**config.mk**
```make
export PLATFORM = sky130hd
export DESIGN_NAME = stream_unpack_flat
export DESIGN_NICKNAME = d
export VERILOG_FILES = /design/src/rtl/stream_unpack_if.sv /design/src/rtl/stream_unpack.sv /design/src/flat_wrapper.sv
export SDC_FILE = /design/constraint.sdc
export NUM_CORES = 1
export LEC_CHECK = 0
export ABC_AREA = 0
export BUFFER_PORTS_ARGS = -buffer_cell sky130_fd_sc_hd__buf_2
export CORE_ASPECT_RATIO = 1.75
export CORE_MARGIN = 2
export CORE_UTILIZATION = 30
export DETAILED_ROUTE_END_ITERATION = 10
export REMOVE_ABC_BUFFERS = 1
export SYNTH_ARGS = -nofsm -noshare
export SYNTH_HDL_FRONTEND = slang
export SYNTH_SLANG_ARGS = --single-unit
```
**constraint.sdc**
```tcl
create_clock -name clk -period 4.2 [get_ports clk]
set_input_delay 0.84 -clock clk [delete_from_list [all_inputs] [get_ports clk]]
set_output_delay 0.84 -clock clk [all_outputs]
set_load 0.03 [all_outputs]
```
**src/rtl/stream_unpack_if.sv**
```systemverilog
// Wide-word in / narrow-beat out handshake bundle for stream_unpack.
// The slave modport is the serializer's view; master is the view of the surrounding logic.
interface stream_unpack_if #(
    parameter int OutBits = 8,
    parameter int Ratio   = 4,
    parameter int CntBits = $clog2(Ratio + 1)
);
    logic                     in_valid;
    logic                     in_ready;
    logic [OutBits*Ratio-1:0] in_data;
    logic [CntBits-1:0]       in_count;
    logic                     in_last;
    logic                     out_valid;
    logic                     out_ready;
    logic [OutBits-1:0]       out_data;
    logic                     out_last;

    modport slave (
        input  in_valid, in_data, in_count, in_last, out_ready,
        output in_ready, out_valid, out_data, out_last
    );

    modport master (
        output in_valid, in_data, in_count, in_last, out_ready,
        input  in_ready, out_valid, out_data, out_last
    );
endinterface

```
**src/rtl/stream_unpack.sv**
```systemverilog
// Wide-to-narrow stream serializer: one Ratio*OutBits word per input handshake,
// emitted as in_count registered OutBits beats with packet last on the final beat.
module stream_unpack #(
    parameter int OutBits  = 8,
    parameter int Ratio    = 4,
    parameter bit MsbFirst = 1'b0,
    parameter int CntBits  = $clog2(Ratio + 1)
) (
    input logic          clk,
    input logic          rst,
    stream_unpack_if.slave bus
);
    typedef enum logic {IDLE, SEND} state_t;
    typedef logic [Ratio-1:0][OutBits-1:0] word_t;

    localparam logic [CntBits-1:0] CntFull = CntBits'(Ratio);
    localparam logic [CntBits-1:0] CntOne  = CntBits'(1);
    localparam logic [CntBits-1:0] CntTwo  = CntBits'(2);

    generate
        if (Ratio < 2) begin : g_bad_ratio
            $error("stream_unpack: Ratio must be >= 2");
        end
    endgenerate

    state_t             state;
    word_t              sreg;
    word_t              in_word;
    word_t              ld_rest;
    word_t              nx_rest;
    logic [OutBits-1:0] ld_beat;
    logic [OutBits-1:0] nx_beat;
    logic [OutBits-1:0] out_data;
    logic [CntBits-1:0] rem;
    logic [CntBits-1:0] in_cnt;
    logic               last_q;
    logic               out_valid;
    logic               out_last;
    logic               in_ready;
    logic               accept;

    assign in_word = word_t'(bus.in_data);

    // Zero means a full word; out-of-range counts are clamped to a full word.
    assign in_cnt = (bus.in_count == '0 || bus.in_count > CntFull) ? CntFull : bus.in_count;

    // The register holds only the beats not yet presented; out_data holds the current one.
    always_comb begin
        if (MsbFirst) begin
            ld_beat = in_word[Ratio-1];
            ld_rest = in_word << OutBits;
            nx_beat = sreg[Ratio-1];
            nx_rest = sreg << OutBits;
        end else begin
            ld_beat = in_word[0];
            ld_rest = in_word >> OutBits;
            nx_beat = sreg[0];
            nx_rest = sreg >> OutBits;
        end
    end

    // Ready flows straight from out_ready on the final beat so words chain without a bubble.
    assign in_ready = (state == IDLE) || (bus.out_ready && rem == CntOne);
    assign accept   = bus.in_valid && in_ready;

    always_ff @(posedge clk or posedge rst) begin
        if (rst) begin
            state     <= IDLE;
            sreg      <= '0;
            rem       <= '0;
            last_q    <= 1'b0;
            out_data  <= '0;
            out_valid <= 1'b0;
            out_last  <= 1'b0;
        end else if (accept) begin
            state     <= SEND;
            sreg      <= ld_rest;
            rem       <= in_cnt;
            last_q    <= bus.in_last;
            out_data  <= ld_beat;
            out_valid <= 1'b1;
            out_last  <= bus.in_last && (in_cnt == CntOne);
        end else if (state == SEND && bus.out_ready) begin
            if (rem != CntOne) begin
                sreg     <= nx_rest;
                rem      <= rem - CntOne;
                out_data <= nx_beat;
                out_last <= last_q && (rem == CntTwo);
            end else begin
                state     <= IDLE;
                rem       <= '0;
                out_valid <= 1'b0;
                out_last  <= 1'b0;
            end
        end
    end

    assign bus.in_ready  = in_ready;
    assign bus.out_valid = out_valid;
    assign bus.out_data  = out_data;
    assign bus.out_last  = out_last;
endmodule
```
**src/flat_wrapper.sv**
```systemverilog
// flat-port wrapper written by rule: the top's interface ports become plain ports
module stream_unpack_flat 
#(
    parameter int OutBits  = 8,
    parameter int Ratio    = 4,
    parameter bit MsbFirst = 1'b0,
    parameter int CntBits  = $clog2(Ratio + 1)
)
  (clk, rst, bus_in_valid, bus_in_data, bus_in_count, bus_in_last, bus_out_ready, bus_in_ready, bus_out_valid, bus_out_data, bus_out_last);
  stream_unpack_if #(.OutBits(OutBits), .Ratio(Ratio), .CntBits(CntBits)) bus_i ();
  input logic clk;
  input logic rst;
  input wire logic [$bits(bus_i.in_valid)-1:0] bus_in_valid;
  input wire logic [$bits(bus_i.in_data)-1:0] bus_in_data;
  input wire logic [$bits(bus_i.in_count)-1:0] bus_in_count;
  input wire logic [$bits(bus_i.in_last)-1:0] bus_in_last;
  input wire logic [$bits(bus_i.out_ready)-1:0] bus_out_ready;
  output wire logic [$bits(bus_i.in_ready)-1:0] bus_in_ready;
  output wire logic [$bits(bus_i.out_valid)-1:0] bus_out_valid;
  output wire logic [$bits(bus_i.out_data)-1:0] bus_out_data;
  output wire logic [$bits(bus_i.out_last)-1:0] bus_out_last;
  assign bus_i.in_valid = bus_in_valid;
  assign bus_i.in_data = bus_in_data;
  assign bus_i.in_count = bus_in_count;
  assign bus_i.in_last = bus_in_last;
  assign bus_i.out_ready = bus_out_ready;
  assign bus_in_ready = bus_i.in_ready;
  assign bus_out_valid = bus_i.out_valid;
  assign bus_out_data = bus_i.out_data;
  assign bus_out_last = bus_i.out_last;
  stream_unpack #(.OutBits(OutBits), .Ratio(Ratio), .MsbFirst(MsbFirst), .CntBits(CntBits)) u_core (.clk(clk), .rst(rst), .bus(bus_i));
endmodule
```
## Yosys cells after proc, flatten, opt, wreduce, memory -nomap -nowiden

Cells that the tools add are included.

- Bits in registers: 46
- Output and inout bits: 11
- Logic and storage cells: 45

- Add/subtract/negate cells: 1
- Magnitude comparators: 1
- Eq/ne operators: 5
- Muxes and demuxes: 16
- Bitwise gates (word level): 1
- Reductions and logical operators: 12

Operators with widths:

| kind | count |
|---|---|
| $mux W32 | 3 |
| $mux W8 | 3 |
| $mux W3 | 4 |
| $eq A3 B1 Y1 const B | 2 |
| $mux W1 | 6 |
| $logic_and A1 B1 Y1 | 5 |
| $reduce_and A2 Y1 | 2 |
| $reduce_bool A2 Y1 | 2 |
| $eq A3 B2 Y1 const B | 1 |
| $gt A3 B3 Y1 const B | 1 |
| $logic_not A3 Y1 | 1 |
| $ne A3 B1 Y1 const B | 1 |
| $sub A3 B1 Y3 const B | 1 |
| $logic_or A1 B1 Y1 | 2 |
| $ne A2 B1 Y1 const B | 1 |
| $not A1 Y1 | 1 |

## Depth between registers and ports, before layout

- Depth after elaboration: 6
- Mapped depth: 7
- Mapped depth without buffers: 6

## Worst setup path before layout

No wires, ideal clock.

- Path type: input port to output port
- Start point: input bus_out_ready
- End point: output bus_in_ready
- Arrival: 1.171 ns
- Data required time: 3.360 ns
- Slack: 2.189 ns
- Stages: 2
- Path buffers: 0
- Cell sequence: inv_2 -> o21ai_4

- Word-level cells in the longest chain between the ends: 2

Ends and longest elaborated chain:

| item | line | text |
|---|---|---|
| start: declaration | flat_wrapper.sv:17 | `input wire logic [$bits(bus_i.out_ready)-1:0] bus_out_ready;` |
| $logic_and A1 B1 Y1 | stream_unpack.sv:63 | `assign in_ready = (state == IDLE) \|\| (bus.out_ready && rem == CntOne);` |
| $logic_or A1 B1 Y1 | stream_unpack.sv:63 |  |
| end: declaration | flat_wrapper.sv:18 | `output wire logic [$bits(bus_i.in_ready)-1:0] bus_in_ready;` |

Every way passes these cells.

## Worst setup path after layout

- Start point: register u_core.rem[1]
- End point: output bus_in_ready

- Word-level cells in the longest chain between the ends: 3

Ends and longest elaborated chain:

| item | line | text |
|---|---|---|
| start: declaration | stream_unpack.sv:34 | `logic [CntBits-1:0] rem;` |
| start signal: assignment | stream_unpack.sv:78 | `rem <= in_cnt;` |
| start signal: assignment | stream_unpack.sv:86 | `rem <= rem - CntOne;` |
| $eq A3 B1 Y1 | stream_unpack.sv:63 |  |
| $logic_and A1 B1 Y1 | stream_unpack.sv:63 |  |
| $logic_or A1 B1 Y1 | stream_unpack.sv:63 |  |

Every way passes these cells.

==> results by group <==
Run status
  – Status: completed

CTS
  – Worst-path clk slew: about 0.080 ns
  – Post_cts resized: 0
  – Post-CTS setup buffer count: 0
  – H-tree depth: 2
  – Worst skew pair latency: between 0.2 and 0.3 ns
  – CTS sink cnt: 38
  – Hold_buf cts: 0
  – Clock Tree Buf Depth: 2
  – CTS tree: done
  – Root buf cell: clkbuf_8
  – CTS buffer count: 5

Logic synthesis
  – Top cells by area, synth: dfrtp_1, o221a_1, or3_1
  – Ys flop type: dfrtp_1
  – Yosys reg bits: 38
  – Post-synth EDFFs: 0
  – Post-synth ARST share: 1.00
  – Unique cell type count in the Yosys netlist: 38
  – Most common cell in the netlist: dfrtp_1
  – Synth top cells by count: dfrtp_1, or3_1, o221a_1, a22o_1, inv_1
  – Mean Syn Cell Area: 12.0 sq um
  – Synthesized instance count: about 150
  – Share of the synthesized area in the top cell type: 0.517
  – Area leader, netlist: dfrtp_1
  – Yosys warnings: 0
  – Mapped cell area: about 1800 sq um
  – Proportion of synthesized chip area in sequential cells: 0.517

Global routing
  – GRT Overall Usage: 0.126
  – Largest net degree at the start of global routing: 39
  – GRT overflow: 0
  – First-pass GRT wire length: 6800 um
  – Vias in the first global route: 1422
  – Initial antenna violation count: 0

Power and ir drop
  – Power density over the cells: 684 nW/um^2
  – Overall power: about 1600 uW
  – P_leak: 0.00103 uW
  – Worst vdd ir: around 170 uV

Routing
  – DRT Pass-1 Iters: 4
  – Post-Route WL: around 4000 um
  – Vias: roughly 1400
  – Wire per inst: around 14 um
  – Vias per cell: approximately 4.9
  – Detail Route Antenna Nets: 0
  – Drt drc: 0
  – Initial DRC count: a little under 80

Hold path
  – Min-Delay Path Depth: 1
  – Hold Path End: u_core.nx_rest[13]
  – Min-delay worst type: reg -> reg
  – Worst Hold Launch: u_core.nx_rest[13]

Setup path
  – CP Max Fanout: 6
  – R2R Setup Slk: roughly 2.3 ns
  – Crit path cell chain: inv_1, ha_1, nand2b_2, o21ai_4, buf_2
  – Largest stage delay on the critical path: about 0.41 ns
  – Critical path type: reg -> out
  – Buffers & Inverters on Critical Path: 2
  – Req. time, crit path: ~3.4 ns
  – R2R Path Start: u_core.rem[1]
  – Worst r2r dst: u_core.last_q
  – Crit. End Element: output port
  – Cell family with most CP delay: flip-flops
  – Critical path startpoint category: flip-flop
  – Critical Path AT: about 1.6 ns
  – R2r worst-path depth: 6
  – CP startpoint: u_core.rem[1]
  – CP max-delay cell: dfrtp_1

Finish
  – Layout area overhead: 23.7%
  – Layout cells sized above 1: 0.360
  – Multi-input gate area: 798 sq um
  – Fillers: around 630
  – Diode count: 0
  – Seq. cell area: 951 sq um
  – Final Util: 0.384
  – Final nets: around 250

Die
  – Core Box Area: roughly 5900 sq um
  – Die height: roughly 110 um
  – Die area: ~7000 sq um
  – # IOs: 51
  – Die Span X: ~63 um
  – Row count: 37
  – Initial Util: 0.310

Flow run
  – # Max-Cap Violations: 0

Placed design
  – Gpl congestion: 0.772
  – I/O Buffers: 50
  – Detail Placement HPWL: 2810 um

STA
  – FMAX: 419 MHz
  – Hold Fails Final Rpt: 0
  – # setup viols final: 0
  – RSZ-0062 raised after global routing: no
  – Slew @ Worst Pin: 0.473 ns
  – Total negative slack: 0 ns
  – Fin. max-slew vios: 0
  – Fin crit share: 0.568
  – Tmin final: roughly 2.4 ns
  – Slew headroom: 0.684
  – Layout Skew: about 0.010 ns
==> cell families (layout without fill, tap and decap cells) <==
logic type / Yosys count / count (layout) / share of synthesized area
buffers and inverters: 17 / 67 / 0.0490
adders and majority gates: 4 / 4 / 0.0272
AOI/OAI and AO/OA: 44 / 44 / 0.237
muxes: 3 / 3 / 0.0197
and+or+nand+nor: 47 / 47 / 0.150
DFF: 38 / 38 / 0.517
==> flip-flops by register name, summed over array words and instances (netlist names) <==
name                 flops
u_core.bus.out_data      8
u_core.last_q            1
u_core.rem               3
u_core.bus.out_last      1
u_core.nx_rest          16
u_core.state             1
u_core.nx_beat           8
==> layout by cell type, fill, tap and decap left out, drive strengths merged <==
cell type,Yosys,layout
buf,8,52
dfrtp,38,38
or3,23,23
o221a,23,23
a22o,8,8
inv,7,6
o21ai,6,6
nand2,6,6
nor2,5,5
clkbuf,2,5
ha,4,4
nor2b,3,3
nand2b,3,3
nor3,2,2
bufinv,0,2
o21a,2,2
clkinv,0,2
mux2,2,2
nand3,1,1
a21oi,1,1
and2,1,1
a221oi,1,1
or2,1,1
a22oi,1,1
and4,1,1
and4b,1,1
a32oi,1,1
mux2i,1,1
o221ai,1,1
==> area by class of cell <==
class | instances | area share
Inverter | 7 | 0.0115
Tap cell | 78 | 0.0429
Clock inverter | 3 | 0.0302
Sequential cell | 38 | 0.418
Multi-Input combinational cell | 98 | 0.351
Timing Repair Buffer | 52 | 0.117
Clock buffer | 5 | 0.0302
==> stage by stage <==
| step | cell area (sq um) | setup slack [ns] | std cells | hold WS (ns) |
|---|---|---|---|---|
| 5_1_grt | 2280 | 1.74 | 281 | 0.522 |
| 3_5_place_dp | 2140 | 1.85 | 273 | 0.486 |
| 3_3_place_gp | 2140 | 1.86 | 273 | 0.482 |
| 6_report | 2280 | 1.81 | 281 | 0.500 |
| 2_1_floorplan | 1780 | 2.19 | 143 | 0.466 |
| 4_1_cts | 2280 | 1.81 | 281 | 0.506 |
==> layer usage <==
layer  track usage  wire [um]
met1         0.160       1790
met5             0          0
met2         0.204       2010
met4        0.0590        115
met3        0.0262        143
==> where the power goes <==
part / switching, uW / internal [uW] / leakage (uW) / total (uW)
clock: 133 / 238 / 0.0000683 / 371
combinational: 304 / 272 / 0.000503 / 576
sequential: 87.9 / 521 / 0.000456 / 609
==> worst max path at each step <==
stage	depth (start not counted)	to	slack [ns]
4_1_cts	5	bus_in_ready	1.81
6_report	5	bus_in_ready	1.81
3_5_place_dp	4	bus_in_ready	1.85
3_3_place_gp	4	bus_in_ready	1.86
5_1_grt	5	bus_in_ready	1.74
2_1_floorplan	2	bus_in_ready	2.19
Note: power is estimated with default switching activity, not from simulation.
